**config.mk**
```make
export PLATFORM = sky130hd
export DESIGN_NAME = sram_burst_master
export DESIGN_NICKNAME = d
export VERILOG_FILES = /design/src/rtl/sram_pkg.sv /design/src/rtl/sync_fifo.sv /design/src/rtl/sram_burst_master.sv
export SDC_FILE = /design/constraint.sdc
export NUM_CORES = 1
export LEC_CHECK = 0
export BUFFER_PORTS_ARGS = -buffer_cell sky130_fd_sc_hd__buf_2
export CAP_MARGIN = 10
export CELL_PAD_IN_SITES_DETAIL_PLACEMENT = 0
export CELL_PAD_IN_SITES_GLOBAL_PLACEMENT = 1
export CORE_AREA = 3 3 104 131
export DETAILED_ROUTE_END_ITERATION = 6
export DIE_AREA = 0 0 107 134
export GPL_TIMING_DRIVEN = 0
export HOLD_SLACK_MARGIN = 0.06
export PLACE_DENSITY_LB_ADDON = 0.15
export RECOVER_POWER = 25
export SKIP_CTS_REPAIR_TIMING = 1
export SYNTH_ARGS = -nofsm -noshare
export SYNTH_HDL_FRONTEND = slang
export SYNTH_SLANG_ARGS = --single-unit
```
**constraint.sdc**
```tcl
create_clock -name i_clk -period 3.75 [get_ports i_clk]
set_input_delay 0.5625 -clock i_clk [delete_from_list [all_inputs] [get_ports i_clk]]
set_output_delay 0.5625 -clock i_clk [all_outputs]
set_load 0.02 [all_outputs]
```
**src/rtl/sram_pkg.sv**
```systemverilog
// Shared definitions for the SRAM word-interface clients: default widths,
// burst-master state encoding and controller timing constants.
package sram_pkg;
  localparam int SRAM_ADDR_W        = 20;
  localparam int SRAM_DATA_W        = 16;
  localparam int SRAM_LEN_W         = 9;
  localparam int LETTER_NUM         = 416;
  localparam int MEM_ACCESS_LATENCY = 8;

  typedef enum logic [1:0] {
    S_IDLE,
    S_ISSUE,
    S_WAIT,
    S_DONE
  } state_e;
endpackage

```
**src/rtl/sync_fifo.sv**
```systemverilog
// Single-clock FIFO with occupancy count; the head word is always visible on o_rdata.
module sync_fifo #(
  parameter int WIDTH = 16,
  parameter int DEPTH = 4,
  localparam int AW = $clog2(DEPTH),
  localparam int CW = AW + 1
) (
  input  logic             i_clk,
  input  logic             i_rst,
  input  logic             i_push,
  input  logic [WIDTH-1:0] i_wdata,
  input  logic             i_pop,
  output logic [WIDTH-1:0] o_rdata,
  output logic [CW-1:0]    o_count
);
  logic [WIDTH-1:0] mem_q [DEPTH];
  logic [AW-1:0]    wr_ptr_q, wr_ptr_d;
  logic [AW-1:0]    rd_ptr_q, rd_ptr_d;
  logic [CW-1:0]    count_q, count_d;
  logic             push_ok, pop_ok;

  always_comb begin
    push_ok  = i_push && (count_q != CW'(DEPTH));
    pop_ok   = i_pop && (count_q != '0);
    wr_ptr_d = push_ok ? wr_ptr_q + 1'b1 : wr_ptr_q;
    rd_ptr_d = pop_ok ? rd_ptr_q + 1'b1 : rd_ptr_q;
    count_d  = count_q;
    if (push_ok && !pop_ok) begin
      count_d = count_q + 1'b1;
    end else if (pop_ok && !push_ok) begin
      count_d = count_q - 1'b1;
    end
  end

  always_ff @(posedge i_clk) begin
    if (i_rst) begin
      wr_ptr_q <= '0;
      rd_ptr_q <= '0;
      count_q  <= '0;
    end else begin
      wr_ptr_q <= wr_ptr_d;
      rd_ptr_q <= rd_ptr_d;
      count_q  <= count_d;
    end
  end

  always_ff @(posedge i_clk) begin
    if (push_ok) begin
      mem_q[wr_ptr_q] <= i_wdata;
    end
  end

  assign o_rdata = mem_q[rd_ptr_q];
  assign o_count = count_q;
endmodule

```
**src/rtl/sram_burst_master.sv**
```systemverilog
// Burst initiator for the SRAM controller word interface: splits a burst command
// into single-word requests, streams write data in and buffers read returns.
module sram_burst_master
  import sram_pkg::*;
#(
  parameter int ADDR_W      = SRAM_ADDR_W,
  parameter int DATA_W      = SRAM_DATA_W,
  parameter int LEN_W       = SRAM_LEN_W,
  parameter int RFIFO_DEPTH = 4,
  parameter int TIMEOUT     = 32
) (
  input  logic              i_clk,
  input  logic              i_rst,
  input  logic              i_cmd_valid,
  output logic              o_cmd_ready,
  input  logic              i_cmd_wr,
  input  logic [ADDR_W-1:0] i_cmd_addr,
  input  logic [LEN_W-1:0]  i_cmd_len,
  input  logic              i_wdata_valid,
  output logic              o_wdata_ready,
  input  logic [DATA_W-1:0] i_wdata,
  output logic              o_rdata_valid,
  input  logic              i_rdata_ready,
  output logic [DATA_W-1:0] o_rdata,
  output logic              o_done,
  output logic              o_err,
  output logic              o_core_mem_request,
  output logic              o_core_mem_wr,
  output logic [ADDR_W-1:0] o_core_mem_addr,
  output logic [DATA_W-1:0] o_core_mem_w_value,
  input  logic [DATA_W-1:0] i_core_mem_r_value,
  input  logic              i_core_wait,
  input  logic              i_mem_valid
);
  localparam int CNT_W = $clog2(RFIFO_DEPTH) + 1;
  localparam int TMO_W = $clog2(TIMEOUT + 1);

  state_e            state_q, state_d;
  logic              wr_q, wr_d;
  logic [ADDR_W-1:0] addr_q, addr_d;
  logic [LEN_W-1:0]  rem_q, rem_d;
  logic [DATA_W-1:0] wval_q, wval_d;
  logic [TMO_W-1:0]  tmo_q, tmo_d;
  logic              req_q, req_d;
  logic              err_q, err_d;
  logic              rdy_q, rdy_d;
  logic [CNT_W-1:0]  fifo_count;
  logic              fifo_push, fifo_pop;
  logic              core_wait_unused;

  assign core_wait_unused = i_core_wait;

  always_comb begin
    state_d       = state_q;
    wr_d          = wr_q;
    addr_d        = addr_q;
    rem_d         = rem_q;
    wval_d        = wval_q;
    err_d         = err_q;
    tmo_d         = '0;
    fifo_push     = 1'b0;
    o_wdata_ready = 1'b0;
    case (state_q)
      S_IDLE: begin
        if (i_cmd_valid && rdy_q) begin
          wr_d    = i_cmd_wr;
          addr_d  = i_cmd_addr;
          rem_d   = i_cmd_len;
          err_d   = 1'b0;
          state_d = S_ISSUE;
        end
      end
      S_ISSUE: begin
        // Zero-length bursts pass through here so o_done lands two cycles after accept.
        if (rem_q == '0) begin
          state_d = S_DONE;
        end else if (wr_q) begin
          o_wdata_ready = 1'b1;
          if (i_wdata_valid) begin
            wval_d  = i_wdata;
            state_d = S_WAIT;
          end
        end else if (fifo_count < CNT_W'(RFIFO_DEPTH)) begin
          state_d = S_WAIT;
        end
      end
      S_WAIT: begin
        tmo_d = tmo_q + 1'b1;
        if (!req_q) begin
          if (i_mem_valid) begin
            fifo_push = !wr_q;
            addr_d    = addr_q + 1'b1;
            rem_d     = rem_q - 1'b1;
            state_d   = (rem_q == LEN_W'(1)) ? S_DONE : S_ISSUE;
          end else if (tmo_q == TMO_W'(TIMEOUT - 1)) begin
            err_d   = 1'b1;
            state_d = S_DONE;
          end
        end
      end
      S_DONE: state_d = S_IDLE;
      default: state_d = S_IDLE;
    endcase
    req_d = (state_d == S_WAIT) && (state_q != S_WAIT);
    rdy_d = (state_d == S_IDLE);
  end

  always_ff @(posedge i_clk) begin
    if (i_rst) begin
      state_q <= S_IDLE;
      wr_q    <= 1'b0;
      addr_q  <= '0;
      rem_q   <= '0;
      wval_q  <= '0;
      tmo_q   <= '0;
      req_q   <= 1'b0;
      err_q   <= 1'b0;
      rdy_q   <= 1'b0;
    end else begin
      state_q <= state_d;
      wr_q    <= wr_d;
      addr_q  <= addr_d;
      rem_q   <= rem_d;
      wval_q  <= wval_d;
      tmo_q   <= tmo_d;
      req_q   <= req_d;
      err_q   <= err_d;
      rdy_q   <= rdy_d;
    end
  end

  assign fifo_pop = o_rdata_valid && i_rdata_ready;

  sync_fifo #(
    .WIDTH(DATA_W),
    .DEPTH(RFIFO_DEPTH)
  ) u_rfifo (
    .i_clk  (i_clk),
    .i_rst  (i_rst),
    .i_push (fifo_push),
    .i_wdata(i_core_mem_r_value),
    .i_pop  (fifo_pop),
    .o_rdata(o_rdata),
    .o_count(fifo_count)
  );

  assign o_rdata_valid      = (fifo_count != '0);
  assign o_cmd_ready        = rdy_q;
  assign o_done             = (state_q == S_DONE);
  assign o_err              = err_q;
  assign o_core_mem_request = req_q;
  assign o_core_mem_wr      = wr_q;
  assign o_core_mem_addr    = addr_q;
  assign o_core_mem_w_value = wval_q;
endmodule

```
==> flow_results.org <==
** Outcome
- The flow ran to the end, and the final reports show no timing, DRC or antenna violations.

** Yosys
- In the synthesized netlist the async set-or-reset flop fraction comes to 0.
- Among all flip-flop cells after synthesis, the most frequent one is sky130_fd_sc_hd__dfxtp_1.
- After synthesis the cells add up to 5730 µm².
- Post-Synthesis Cells :: 491
- Synthesis inferred 130 register bits.
- Averaged over all synthesized cells, the footprint is 11.7 µm².
- The share of synthesized area in the top cell type comes to 0.336.
- For this run, the number of Yosys warnings is 0.
- Of the total synthesized cell area, the portion taken by full adders, half adders and majority gates is 0.0253.
- Of all cell types, the one taking the most synthesized area is sky130_fd_sc_hd__edfxtp_1.
- When the netlist entered floorplanning its net count stood at 571.
- The compound-cell area share of the yosys netlist was 0.114.
- Of the total synthesized cell area, the portion taken by AND, OR, NAND and NOR gates is 0.154.
- By area, the combinational part of the netlist is dominated by simple AND/OR/NAND/NOR gates.
- Of the synthesized area, sequential elements account for 0.566.
- Yosys mapped a number of flops with a built-in enable equal to 64.
- Proportion of synthesized area in mux cells :: 0.0963
- Yosys mapped the design onto 60 distinct sky130hd cell types.
- Xor-xnor portion of the synthesized cell area :: 0.0138
- Synth area leaders :: sky130_fd_sc_hd__edfxtp_1 34%, sky130_fd_sc_hd__dfxtp_1 23%, sky130_fd_sc_hd__mux4_2 6.3%

** STA
- Setup-violating endpoint count in the final report :: 0
- Worst slew margin relative to its limit :: 0.394
- Hold Violations, Final :: 0
- Timing would allow up to 345 MHz.
- Fin crit share :: 0.774
- The tightest hold path in the finished design has a slack of 387 ps.
- At the pin with the least slew margin, the transition time is 901 ps.
- Clock tree skew after final layout :: 13.7 ps
- The number of slew-limit violations in the final report is 0.
- The worst path in the final design needs a cycle of 2900 ps, including I/O delays and setup.
- For the final routed database, the setup TNS stands at 0 ps.
- RSZ-0062 raised after global routing :: false

** Layout
- Compared with the post-synthesis result, the final layout area differs by 24.6%.
- Layout Nets :: 715
- Filler cell count in the final layout :: 1106
- 0 antenna diodes ended up in the layout.
- Fraction of layout cells with a size suffix above 1 :: 0.259
- Sequential Area :: 3240 µm²
- The multi-input combinational cells in the finished layout cover a total of 2310 µm².

** Power and ir drop
- The share of total power dissipated in combinational logic is 0.236.
- Part of the total power dissipated in the clock network :: 0.377
- Summed over all nets, the switching power comes to 0.00141 W.
- Switching share of power :: 0.320
- In this run the power density over the cells is 619 nW/µm².
- Of the total power, registers draw 0.387.
- Internal power comes to 0.00300 W.
- Summed over all cells, the static leakage comes to 2.62 nW.
- IR analysis of the VDD net gives a maximum drop of 262 µV.

** Floorplanning
- The initialized floorplan defines 46 standard-cell rows.
- DIE WIDTH :: 107 µm
- The floorplan step defined a core boundary enclosing 12600 µm².
- The initial utilization of the core area, before any placement, comes to 0.454.
- Height of the die :: 134 µm
- Area of the die :: 14300 µm²
- Top-level port count :: 128

** Worst setup path
- On the worst path, the slowest cell contributes a delay of 580 ps.
- Arr. time, crit path :: 2340 ps
- In this run the worst path has a maximum fanout of 10.
- The critical path goes through clkbuf_1 -> buf_2 -> mux4_2 -> buf_2.
- STA classifies the critical path endpoint as an output pin.
- Among the stages of the critical path, the cell type that occurs most often is sky130_fd_sc_hd__buf_2.
- At the worst endpoint, the required time is 3190 ps.
- Number of buffer and inverter instances along the worst setup path :: 3
- Startpoint type of the worst setup path :: flop
- The critical path in this run is classified as flop to output pin.
- On the critical path, the stage with the largest delay is an instance of sky130_fd_sc_hd__mux4_2.
- Broken down by cell family, the worst path's largest delay share belongs to buffers and inverters.

** Routing
- The detail route stage leaves a number of antenna-violating nets equal to 0.
- Drt drc :: 0
- Met3 routed wirelength :: 801 µm
- For this block, the initial DRC count from the detailed router was 186.
- After detailed routing, the total wire length is 14400 µm.
- In this run the top signal layer used is met4.
- After detailed routing, the average wire length per cell comes to 17.7 µm.
- Routed wire length on met2 :: 7540 µm
- Summing over every cut layer, the via total after detailed routing is 4457.
- Avg Vias per Cell :: 5.46
- The first detailed-routing pass took 4 iterations.
- Wire length on met1 :: 5740 µm

** Placement
- Sum of net half-perimeters after detailed placement :: 10300 µm
- Count of buffers inserted at the top-level ports :: 125
- The congestion estimate from routability-driven global placement came to 0.833.

** Clocking
- Clock transition at the registers of the reported paths :: 70 ps
- CTS built an H-tree with a depth of 4.
- In this run the clock root is driven by a sky130_fd_sc_hd__clkbuf_16.
- Clock tree synthesis inserted a total of 17 buffers.
- No sink is reached through more buffers than the 2 on the longest clock path.
- The tree built by TritonCTS fans out to 130 sinks.
- TritonCTS clock tree :: done
- Clock latency on the worst-skew pair :: 420 ps

** Flow run
- Max-cap violations in this run came to 0.

** GRT
- The first global-routing pass estimated 23200 µm of wire.
- The number of global-route vias before repair came to 4556.
- Global Route Usage Sum :: 0.209
- The number of antenna violations at the first check in global routing is 0.
- Gr ovfl total :: 0
- Largest net degree at the start of global routing :: 17

** Min path
- The tightest min-delay check is of the input pin to flop type.
metrics by stage:
| stage | util | power (W) | setup slack [ps] | instances | instance area [µm²] |
|---|---|---|---|---|---|
| final | 0.566 | 0.00442 | 849 | 816 | 7140 |
| after global routing | 0.566 | 0.00463 | 651 | 816 | 7140 |
| after CTS | 0.568 | 0.00446 | 763 | 816 | 7160 |
| after detailed placement | 0.521 | 0.00279 | 1040 | 784 | 6560 |
| after global placement | 0.521 | 0.00277 | 1070 | 784 | 6560 |
| after floorplan | - | 0.00244 | 1370 | 491 | 5730 |
registers in the layout (all words and copies together) (netlist names), named ones only:
signal and cells:
u_rfifo.mem_q 64, o_core_mem_addr 20, o_core_mem_w_value 16, rem_q 9, tmo_q 6, u_rfifo.o_count 3, state_q 2, u_rfifo.rd_ptr_q 2
u_rfifo.wr_ptr_q 2, o_cmd_ready 1, o_core_mem_request 1, o_core_mem_wr 1, o_err 1
logic make-up after synthesis:
group	after synthesis
buffers and inverters	44
XOR/XNOR	9
AO/OA/AOI/OAI	98
AND/OR/NAND/NOR	164
multiplexers	35
adder cells (fa/ha/maj)	11
flip-flops	130
cell usage in the layout, fill, tap and decap left out, types with 18 or more instances in the layout:
cell	count
sky130_fd_sc_hd__a21oi_1	27
sky130_fd_sc_hd__buf_2	111
sky130_fd_sc_hd__dfxtp_1	66
sky130_fd_sc_hd__mux2i_1	18
sky130_fd_sc_hd__nand3_1	19
sky130_fd_sc_hd__edfxtp_1	64
sky130_fd_sc_hd__nand2_1	28
sky130_fd_sc_hd__o21ai_0	22
sky130_fd_sc_hd__clkbuf_1	43
sky130_fd_sc_hd__nor2_1	43
path summary, 6_finish.rpt:
| check | end | depth (start not counted) | slack, ps | startpoint |
|---|---|---|---|---|
| min | o_core_mem_w_value[5]$_SDFFE_PP0P_ | 3 | 390 | i_wdata[5] |
| max | o_rdata[6] | 4 | 850 | flop |
| min reg2reg | rem_q[8]$_SDFFE_PP0P_ | 2 | 480 | rem_q[8]$_SDFFE_PP0P_ |
| max reg2reg | u_rfifo.o_count[2]$_SDFFE_PP0P_ | 9 | 1010 | state_q[0]$_SDFF_PP0_ |
worst min-delay path, cell delays in order:
cell                      delay (ps)
sky130_fd_sc_hd__buf_2            80
sky130_fd_sc_hd__mux2i_1          50
sky130_fd_sc_hd__nor2_1           80
cell usage after synthesis (3+ instances only):
| cell type | instances |
|---|---|
| sky130_fd_sc_hd__dfxtp_1 | 66 |
| sky130_fd_sc_hd__edfxtp_1 | 64 |
| sky130_fd_sc_hd__nor2_1 | 43 |
| sky130_fd_sc_hd__nand2_1 | 28 |
| sky130_fd_sc_hd__a21oi_1 | 27 |
| sky130_fd_sc_hd__clkbuf_1 | 26 |
| sky130_fd_sc_hd__o21ai_0 | 22 |
| sky130_fd_sc_hd__nand3_1 | 19 |
| sky130_fd_sc_hd__mux2i_1 | 18 |
| sky130_fd_sc_hd__mux4_2 | 16 |
| sky130_fd_sc_hd__nor3_1 | 14 |
| sky130_fd_sc_hd__inv_1 | 13 |
| sky130_fd_sc_hd__a31oi_1 | 11 |
| sky130_fd_sc_hd__and2_1 | 10 |
| sky130_fd_sc_hd__ha_1 | 10 |
| sky130_fd_sc_hd__a211oi_1 | 8 |
| sky130_fd_sc_hd__nand4_1 | 7 |
| sky130_fd_sc_hd__xor2_1 | 6 |
| sky130_fd_sc_hd__and3_1 | 5 |
| sky130_fd_sc_hd__a21o_1 | 4 |
| sky130_fd_sc_hd__and4_1 | 4 |
| sky130_fd_sc_hd__nor3b_1 | 4 |
| sky130_fd_sc_hd__nor4_1 | 4 |
| sky130_fd_sc_hd__o31ai_1 | 4 |
| sky130_fd_sc_hd__or3_1 | 4 |
| sky130_fd_sc_hd__or4_1 | 4 |
| sky130_fd_sc_hd__nand4bb_1 | 3 |
| sky130_fd_sc_hd__nor4bb_1 | 3 |
| sky130_fd_sc_hd__xnor2_1 | 3 |
layout make-up:
class,count,area share
buffer,31,0.0172
clock buffer,18,0.0601
clock inverter,14,0.0233
inverter,13,0.00683
multi-input combinational,317,0.324
sequential,130,0.454
tap,168,0.0294
timing repair buffer,125,0.0848
power groups by stage:
stage	registers (W)	clock network, W	logic [W]
floorplan	0.00176	0	0.000684
global placement	0.00173	0	0.00104
detailed placement	0.00174	0	0.00105
CTS	0.00171	0.00169	0.00106
global route	0.00172	0.00176	0.00114
finish	0.00171	0.00167	0.00104
per-layer routing:
metal  vias up  GRT usage
met5         -          0
met4         0     0.0917
met3        29     0.0472
met2       137      0.366
met1      2133      0.244
li1       2158          -
Power figures use the tool's default switching activity.
